## src/rtl/imem_loader.sv

```systemverilog
// Byte-stream instruction loader: packs little-endian bytes into 32-bit words and
// writes them to consecutive word addresses, then holds done_load_inst.
module imem_loader #(
  parameter int DATA_WIDTH = 64,
  parameter int CNT_WIDTH  = 16
) (
  input  logic                  in_Clk,
  input  logic                  Rst_N,
  input  logic                  in_start,
  input  logic [DATA_WIDTH-1:0] in_start_addr,
  input  logic [CNT_WIDTH-1:0]  in_num_words,
  input  logic [7:0]            in_byte,
  input  logic                  in_byte_valid,
  output logic                  out_byte_ready,
  output logic                  out_mem_wr_en,
  output logic [DATA_WIDTH-1:0] out_mem_addr,
  output logic [31:0]           out_mem_data,
  output logic                  out_busy,
  output logic                  done_load_inst
);

  typedef enum logic [1:0] {
    S_IDLE    = 2'd0,
    S_COLLECT = 2'd1,
    S_WRITE   = 2'd2,
    S_DONE    = 2'd3
  } state_t;

  state_t                r_state;
  state_t                w_next;
  logic [DATA_WIDTH-1:0] r_addr;
  logic [DATA_WIDTH-1:0] r_mem_addr;
  logic [CNT_WIDTH-1:0]  r_remain;
  logic [1:0]            r_bcnt;
  logic [23:0]           r_word;
  logic [31:0]           r_mem_data;
  logic                  w_start_ok;
  logic                  w_xfer;

  assign w_start_ok = in_start & ((r_state == S_IDLE) | (r_state == S_DONE));
  assign w_xfer     = in_byte_valid & (r_state == S_COLLECT);

  // State register
  always_ff @(posedge in_Clk or negedge Rst_N) begin
    if (!Rst_N) begin
      r_state <= S_IDLE;
    end else begin
      r_state <= w_next;
    end
  end

  // Next-state decode
  always_comb begin
    w_next = r_state;
    case (r_state)
      S_IDLE, S_DONE: begin
        if (in_start) begin
          w_next = (in_num_words == {CNT_WIDTH{1'b0}}) ? S_DONE : S_COLLECT;
        end else begin
          w_next = r_state;
        end
      end
      S_COLLECT: begin
        if (w_xfer && (r_bcnt == 2'd3)) begin
          w_next = S_WRITE;
        end else begin
          w_next = S_COLLECT;
        end
      end
      S_WRITE: begin
        if (r_remain == {{(CNT_WIDTH-1){1'b0}}, 1'b1}) begin
          w_next = S_DONE;
        end else begin
          w_next = S_COLLECT;
        end
      end
      default: w_next = S_IDLE;
    endcase
  end

  // Datapath: latch on start, pack bytes, advance address/count on write
  always_ff @(posedge in_Clk or negedge Rst_N) begin
    if (!Rst_N) begin
      r_addr     <= {DATA_WIDTH{1'b0}};
      r_remain   <= {CNT_WIDTH{1'b0}};
      r_bcnt     <= 2'd0;
      r_word     <= 24'd0;
      r_mem_addr <= {DATA_WIDTH{1'b0}};
      r_mem_data <= 32'd0;
    end else if (w_start_ok) begin
      r_addr   <= {in_start_addr[DATA_WIDTH-1:2], 2'b00};
      r_remain <= in_num_words;
      r_bcnt   <= 2'd0;
    end else if (w_xfer) begin
      r_bcnt <= r_bcnt + 2'd1;
      case (r_bcnt)
        2'd0: r_word[7:0]   <= in_byte;
        2'd1: r_word[15:8]  <= in_byte;
        2'd2: r_word[23:16] <= in_byte;
        2'd3: begin
          // Output registers load here so they are stable for the whole WRITE cycle
          r_mem_data <= {in_byte, r_word};
          r_mem_addr <= r_addr;
        end
        default: r_word <= r_word;
      endcase
    end else if (r_state == S_WRITE) begin
      r_addr   <= r_addr + DATA_WIDTH'(4);
      r_remain <= r_remain - {{(CNT_WIDTH-1){1'b0}}, 1'b1};
    end
  end

  assign out_byte_ready = (r_state == S_COLLECT);
  assign out_mem_wr_en  = (r_state == S_WRITE);
  assign out_busy       = (r_state == S_COLLECT) | (r_state == S_WRITE);
  assign done_load_inst = (r_state == S_DONE);
  assign out_mem_addr   = r_mem_addr;
  assign out_mem_data   = r_mem_data;

endmodule

```

## config.mk

```make
export PLATFORM = sky130hd
export DESIGN_NAME = imem_loader
export DESIGN_NICKNAME = d
export VERILOG_FILES = /design/src/rtl/imem_loader.sv
export SDC_FILE = /design/constraint.sdc
export NUM_CORES = 1
export LEC_CHECK = 0
export BUFFER_PORTS_ARGS = -buffer_cell sky130_fd_sc_hd__buf_2
export CAP_MARGIN = 20
export CORE_MARGIN = 2
export CORE_UTILIZATION = 37
export CTS_CLUSTER_SIZE = 40
export DETAILED_ROUTE_END_ITERATION = 12
export PLACE_DENSITY = 0.61
export SYNTH_ARGS = -nofsm -noshare
export SYNTH_HDL_FRONTEND = slang
export SYNTH_SLANG_ARGS = --single-unit
```

## constraint.sdc

```tcl
create_clock -name in_Clk -period 4.8 [get_ports in_Clk]
set_input_delay 0.96 -clock in_Clk [delete_from_list [all_inputs] [get_ports in_Clk]]
set_output_delay 0.96 -clock in_Clk [all_outputs]
set_load 0.05 [all_outputs]
```

==> flow_summary.yaml, run 1 <==
outcome:
  outcome: "complete, no violations"
routing:
  detail_route.first_pass.iterations: 5
  drt_iter0_drc: 497
  ant_nets: 0
  drt-vias-per-instance: 5.20
  route.final.wire_length_um: 23300
  avgRoutedWirePerCell_um: 17.0
  drt_drc_violations_left: 0
  detailroute.via_count: 7104
sta:
  grt_setup_unrepaired: "no"
  slew_headroom_pct: 34.1
  final_min_period_over_clock_period_pct: 66.0
  fin_ws_ns: 1.63
  final_period_minus_worst_setup_slack_ns: 3.17
  max_slew.worst_pin.slew_ns: 0.989
  clock.fmax_ghz: 0.315
  clock-skew-final_ns: 0.0161
  report.final.setup_viol: 0
  fin_setup_tns_ns: 0
  hold_fails_final_rpt: 0
  timing.final.max_slew_violations: 0
clock_tree:
  clkSlewWorstSetupHoldPaths_ns: 0.09
  post_cts_resized: 0
  clock_tree.root_cell: "sky130_fd_sc_hd__clkbuf_16"
  clkLatencyLatePin_ns: 0.44
  tritoncts: "built"
  h-tree-depth: 4
  ctsHoldBuffers: 0
  cts_setup_buffers: 0
  total_clock_buffers_created_by_cts: 17
  clockBufferDepth: 2
  tritoncts_num_sinks: 200
die:
  core_area_um2: 25000
  placementRows: 58
  die_area_um2: 26700
  start_util_pct: 37.5
  floorplan.io_pins: 192
  die-height_um: 163
  die_width_um: 163
global_route:
  globalRoute.totalOverflow: 0
  antenna_found_initial: 2
  wire_length_of_the_first_global_routing_pass_um: 37400
  grt_start_max_net_pins: 92
  first_global_vias: 6832
  grt_use_total_pct: 18.0
setup_path:
  worst_path_largest_cell_delay_ns: 0.73
  path_max_fanout: 18
  cp_data_arrival_time_ns: 3.53
  worst_path_max_delay_cell: "sky130_fd_sc_hd__or4_1"
  critPathLaunchType: "register"
  timing.critical_path.required_ns: 5.16
  path_buf_inv: 1
  path_class: "reg2reg"
  series_of_cell_instances_along_the_critical_path: "inv_1, ha_1, a21bo_2, nor4_1, nand4_1, or4_1, a31oi_1"
  cp-end-kind: "register"
  crit_family: "simple AND/OR/NAND/NOR gates"
place:
  detailedPlacementHpwl_um: 16700
  place_ws_ns: 1.31
  place_inst: 1334
  final_weighted_congestion_in_routability_driven_placement: 0.800
  port_buffers: 187
worst_hold_path:
  timing.hold.worst.class: "reg2reg"
synthesis:
  yosys_register_bits: 200
  async_flop_share_pct: 100
  leading_cell_types_by_total_area_after_synthesis: "sky130_fd_sc_hd__dfrtp_1, sky130_fd_sc_hd__mux2_2, sky130_fd_sc_hd__nand2_1"
  yosysUniqueCellTypes: 51
  synth_area_um2: 9390
  ys_top_cells_by_count: "sky130_fd_sc_hd__dfrtp_1, sky130_fd_sc_hd__mux2_2, sky130_fd_sc_hd__nand2_1, sky130_fd_sc_hd__o21ai_0, sky130_fd_sc_hd__nor2_1"
  synth.top_cell.area_share_pct: 53.3
  netlist_instances: 853
  yosys_most_used_dff: "sky130_fd_sc_hd__dfrtp_1"
  synth.largest_area_cell: "sky130_fd_sc_hd__dfrtp_1"
  synthesis.yosys.warnings: 0
  post_synth_edffs: 0
  synth.yosys.seq_area_share_pct: 53.3
  yosysMostFrequentCell: "sky130_fd_sc_hd__dfrtp_1"
  postSynthAreaPerCell_um2: 11.0
pwr:
  p_leak_nw: 4.88
  power_per_cell_area_nw_per_um2: 716
  vdd_drop_max_uv: 378
  post-layout-total-power_mw: 8.08
layout:
  layout_cell_share_with_drive_strength_beyond_1_pct: 35.0
  finalNetCount: 1125
  layout.cells.non_filler: 1367
  syn_to_final_growth_pct: 20.3
job:
  cap_violations: 0
## layout by cell type (no fill, tap or decap), drive strengths merged, types with 2 or more instances in the layout
master  count
ha         10
o21ai      56
xnor2      20
and4        6
clkbuf     18
a31oi      32
nor2       50
nor3       14
nand4      32
or4b        3
or3        18
a31o        5
o31ai      11
buf       194
or4        15
nand2      87
or2         2
a21oi       4
nor4       20
dfrtp     200
mux2      118
inv        27
xor2       22
conb        2
clkinv      4
and2        9
nand3      30
and3       11
## cell families after synthesis
| kind of cell | count (synthesis) | share of synthesized area, % |
|---|---|---|
| other | 1 | 0.0399 |
| buffers and inverters | 61 | 2.54 |
| xor gates and xnor gates | 42 | 3.92 |
| and+or+nand+nor | 303 | 17.2 |
| adders and majority gates | 10 | 1.33 |
| DFF | 200 | 53.3 |
| muxes | 119 | 14.3 |
| AOI/OAI and AO/OA | 117 | 7.47 |
## cell type report
cell class / instances / area, µm²
tap: 330 / 413
inverter: 16 / 60.1
clock inverter: 15 / 214
antenna: 1 / 2.50
sequential: 200 / 5000
fill: 2396 / 13700
timing repair buffer: 195 / 1010
clock buffer: 17 / 425
multi-input combinational: 593 / 4160
## worst reg2reg max path, stage by stage, from the launching register on
cell	delay, ns
sky130_fd_sc_hd__dfrtp_1	0.43
sky130_fd_sc_hd__inv_1	0.08
sky130_fd_sc_hd__ha_1	0.27
sky130_fd_sc_hd__a21bo_2	0.36
sky130_fd_sc_hd__nor4_1	0.38
sky130_fd_sc_hd__nand4_1	0.68
sky130_fd_sc_hd__or4_1	0.74
sky130_fd_sc_hd__a31oi_1	0.17
## registers in the layout, summed over array words and instances, names as in the netlist
name	count
out_mem_data	32
r_remain	16
r_word	24
r_bcnt	2
out_mem_addr	62
r_state	2
r_addr	62
## path summary, 6_finish.rpt
check,from,to,slack (ns),depth (start not counted)
min in group asynchronous,Rst_N,out_mem_addr[9]$_DFFE_PN0P_,0.58,1
min reg2reg,r_word[20]$_DFFE_PN0P_,out_mem_data[20]$_DFFE_PN0P_,0.50,1
max,r_state[0]$_DFFE_PN0P_,r_addr[58]$_DFFE_PN0N_,1.63,7
max in group asynchronous,Rst_N,r_remain[0]$_DFFE_PN0N_,3.12,2
max reg2reg,r_state[0]$_DFFE_PN0P_,r_addr[58]$_DFFE_PN0N_,1.63,7
min,r_word[20]$_DFFE_PN0P_,out_mem_data[20]$_DFFE_PN0P_,0.50,1
## metal layers
layer	part of all wire, %	GRT usage (%)
met5	0.056	0
met2	47	28.2
met1	47	25.3
met3	5.2	4.24
met4	0.88	3.86
## through the flow
stage          cell area (µm²)  hold WS, ns  util, %
2_1_floorplan             9400        0.474        -
3_3_place_gp             10700        0.478     42.5
3_5_place_dp             10700        0.485     42.6
4_1_cts                  11300        0.498     45.1
5_1_grt                  11300        0.516     45.1
6_report                 11300        0.503     45.1
## power by group
part | leakage [nW] | total (mW) | switching, mW | internal [mW]
clock network | 0.308 | 1.54 | 0.800 | 0.739
registers | 2.40 | 3.14 | 0.667 | 2.47
logic | 2.17 | 3.40 | 2.30 | 1.10
total | 4.88 | 8.08 | 3.77 | 4.32
No activity file was read; power rests on OpenSTA's default activity.
==> inputs of run 2 (changes only) <==
--- a/config.mk
+++ b/config.mk
@@ -5,13 +5,14 @@
 export SDC_FILE = /design/constraint.sdc
 export NUM_CORES = 1
 export LEC_CHECK = 0
+export ABC_AREA = 1
 export BUFFER_PORTS_ARGS = -buffer_cell sky130_fd_sc_hd__buf_2
 export CAP_MARGIN = 20
 export CORE_MARGIN = 2
 export CORE_UTILIZATION = 37
 export CTS_CLUSTER_SIZE = 40
 export DETAILED_ROUTE_END_ITERATION = 12
-export PLACE_DENSITY = 0.61
+export PLACE_DENSITY = 0.6
 export SYNTH_ARGS = -nofsm -noshare
 export SYNTH_HDL_FRONTEND = slang
 export SYNTH_SLANG_ARGS = --single-unit
==> constraint.sdc (replaced) <==
create_clock -name in_Clk -period 3.25 [get_ports in_Clk]
set_input_delay 0.65 -clock in_Clk [delete_from_list [all_inputs] [get_ports in_Clk]]
set_output_delay 0.65 -clock in_Clk [all_outputs]
set_load 0.05 [all_outputs]
==> run 2 against run 1 <==
Compared with the run above: area after synthesis increased by 12%; global-route usage increased by 3.5 points; design area increased by 11%; worst setup slack got worse by 0.76 ns; combinational power increased by 66%; via count increased by 34%; clock skew increased by 0.0037 ns; clock power increased by 50%; fmax increased by 33%; register-to-register slack got worse by 0.76 ns; critical path depth increased by 1; wire length increased by 37%; highest routed layer is now met4.
==> flow_summary.yaml, run 2 <==
outcome:
  outcome: "complete, no violations"
clock_tree:
  post_cts_resized: 0
  tritoncts: "built"
  clkSlewWorstSetupHoldPaths_ns: 0.10
  clockBufferDepth: 2
  ctsHoldBuffers: 0
  cts_setup_buffers: 0
  h-tree-depth: 4
  tritoncts_num_sinks: 200
  clkLatencyLatePin_ns: 0.45
  total_clock_buffers_created_by_cts: 17
  clock_tree.root_cell: "sky130_fd_sc_hd__clkbuf_16"
layout:
  finalNetCount: 1627
  layout_cell_share_with_drive_strength_beyond_1_pct: 20.4
  final.fill_count: 2927
  most_frequent_standard_cell_in_the_layout_excluding_fill_and_tap_cells: "sky130_fd_sc_hd__nand2_1"
  regArea_um2: 5000
  area_occupied_by_multi_input_gates_um2: 4850
  syn_to_final_growth_pct: 19.1
  layout.cells.non_filler: 1917
  mostFrequentLayoutCells: "sky130_fd_sc_hd__nand2_1, sky130_fd_sc_hd__dfrtp_1, sky130_fd_sc_hd__buf_2, sky130_fd_sc_hd__nor2_1, sky130_fd_sc_hd__o21ai_0"
sta:
  clock-skew-final_ns: 0.0198
  report.final.setup_viol: 0
  fin_ws_ns: 0.872
  final_min_period_over_clock_period_pct: 73.2
  fin_setup_tns_ns: 0
  slew_headroom_pct: 60.1
  final_period_minus_worst_setup_slack_ns: 2.38
  hold_fails_final_rpt: 0
  max_slew.worst_pin.slew_ns: 0.598
  clock.fmax_ghz: 0.421
  grt_setup_unrepaired: "no"
  timing.final.max_slew_violations: 0
global_route:
  grt_most_used_layer: "met2"
  first_global_vias: 9066
  antenna_found_initial: 1
  grt_start_max_net_pins: 106
  globalRoute.totalOverflow: 0
  wire_length_of_the_first_global_routing_pass_um: 50800
  global_route.usage.met2_pct: 32.9
  grt_use_total_pct: 21.5
  grt_use_met1_pct: 32.5
  global_route.usage.met3_pct: 2.42
synthesis:
  synth.top_cell.area_share_pct: 47.5
  async_flop_share_pct: 100
  synth.yosys.seq_area_share_pct: 47.5
  synth.largest_area_cell: "sky130_fd_sc_hd__dfrtp_1"
  synth_area_um2: 10500
  yosys_register_bits: 200
  yosysUniqueCellTypes: 33
  post_synth_edffs: 0
  netlist_instances: 1353
  yosys_most_used_dff: "sky130_fd_sc_hd__dfrtp_1"
  yosysMostFrequentCell: "sky130_fd_sc_hd__nand2_1"
  ys_top_cells_by_count: "sky130_fd_sc_hd__nand2_1, sky130_fd_sc_hd__dfrtp_1, sky130_fd_sc_hd__nor2_1, sky130_fd_sc_hd__o21ai_0, sky130_fd_sc_hd__inv_1"
  leading_cell_types_by_total_area_after_synthesis: "sky130_fd_sc_hd__dfrtp_1, sky130_fd_sc_hd__nand2_1, sky130_fd_sc_hd__o21ai_0"
  synthesis.yosys.warnings: 0
  postSynthAreaPerCell_um2: 7.79
place:
  final_weighted_congestion_in_routability_driven_placement: 0.945
  place_ws_ns: 0.886
  port_buffers: 187
  place_inst: 1884
  detailedPlacementHpwl_um: 24200
routing:
  ant_nets: 0
  drt_iter0_drc: 614
  drt-vias-per-instance: 4.96
  detail_route.first_pass.iterations: 5
  route.final.wire_length_um: 31800
  detailroute.via_count: 9509
  drt_drc_violations_left: 0
  avgRoutedWirePerCell_um: 16.6
pwr:
  p_leak_nw: 5.95
  power_per_cell_area_nw_per_um2: 998
  clock_power_share_pct: 18.4
  switchingPower_mw: 6.24
  internal_dissipation_mw: 6.28
  vdd_drop_max_uv: 426
  post-layout-total-power_mw: 12.5
  netSwitchingFraction_pct: 49.8
  share_comb_of_total_power_pct: 45.2
  sequentialPowerShare_pct: 36.4
setup_path:
  timing.critical_path.required_ns: 3.60
  path_max_fanout: 47
  series_of_cell_instances_along_the_critical_path: "inv_1, ha_1, nand2_2, inv_2, nor2_2, buf_4, o21ai_0, o221ai_1"
  worst_path_max_delay_cell: "sky130_fd_sc_hd__buf_4"
  worst_path_largest_cell_delay_ns: 0.48
  cp_data_arrival_time_ns: 2.73
  path_buf_inv: 3
  path_class: "reg2reg"
  cp-end-kind: "register"
  critPathLaunchType: "register"
  crit_family: "buffers and inverters"
die:
  start_util_pct: 37.7
  floorplan.io_pins: 192
  placementRows: 61
  core_area_um2: 27900
  die_area_um2: 29900
  die_width_um: 173
  die-height_um: 173
job:
  cap_violations: 0
worst_hold_path:
  timing.hold.worst.class: "in2async"
-- run 2: stage by stage --
stage                     instance area (µm²)  utilization (%)  hold WS (ns)
after floorplan                         10500                -         0.354
after global placement                  11900             42.6         0.463
after detailed placement                11900             42.6         0.468
after CTS                               12500             44.9        0.0325
after global routing                    12500             44.9        0.0420
final                                   12600             44.9        0.0412
-- run 2: cells by family (layout without fill, tap and decap cells) --
kind of cell,count (synthesis),count (layout),synth area share [%]
adder cells (fa/ha/maj),10,10,1.19
other,1,3,0.0356
flip-flops,200,200,47.5
AO/OA/AOI/OAI,189,189,10.1
AND/OR/NAND/NOR,722,722,29.2
multiplexers,28,28,2.99
XOR/XNOR,29,29,2.41
buffers and inverters,174,358,6.66
-- run 2: worst paths after layout --
check	from	to	slack [ns]	depth (start not counted)
worst max-delay path	r_state[0]$_DFFE_PN0P_	r_addr[7]$_DFFE_PN0N_	0.87	8
worst min-delay path	Rst_N	out_mem_data[11]$_DFFE_PN0P_	0.04	1
worst max register to register	r_state[0]$_DFFE_PN0P_	r_addr[7]$_DFFE_PN0N_	0.87	8
worst min register to register	out_mem_addr[49]$_DFFE_PN0P_	out_mem_addr[49]$_DFFE_PN0P_	0.48	2
max in group asynchronous	Rst_N	r_addr[49]$_DFFE_PN0N_	2.37	2
min in group in_Clk	in_start_addr[4]	r_addr[4]$_DFFE_PN0N_	0.42	3
-- run 2: layout make-up --
type                            instances  area share, %
Clock buffer                           17           3.39
Multi-Input combinational cell        980           38.6
Clock inverter                         15           1.77
Timing Repair Buffer                  199           8.74
Inverter                              127           3.80
Sequential cell                       200           39.9
Tap cell                              378           3.77
Antenna cell                            1         0.0199
-- run 2: per-layer routing --
layer	share of wire (%)	up-vias
met5	0	-
met4	1.5	0
met3	5.2	29
met2	44	265
met1	49	4544
li1	-	4671
-- run 2: power by group through the flow --
stage          logic (mW)  clock network [mW]  registers, mW
2_1_floorplan        2.43                   0           6.24
3_3_place_gp         5.61                   0           4.55
3_5_place_dp         5.69                   0           4.59
4_1_cts              5.71                2.35           4.55
5_1_grt              6.20                2.43           4.74
6_report             5.66                2.31           4.56
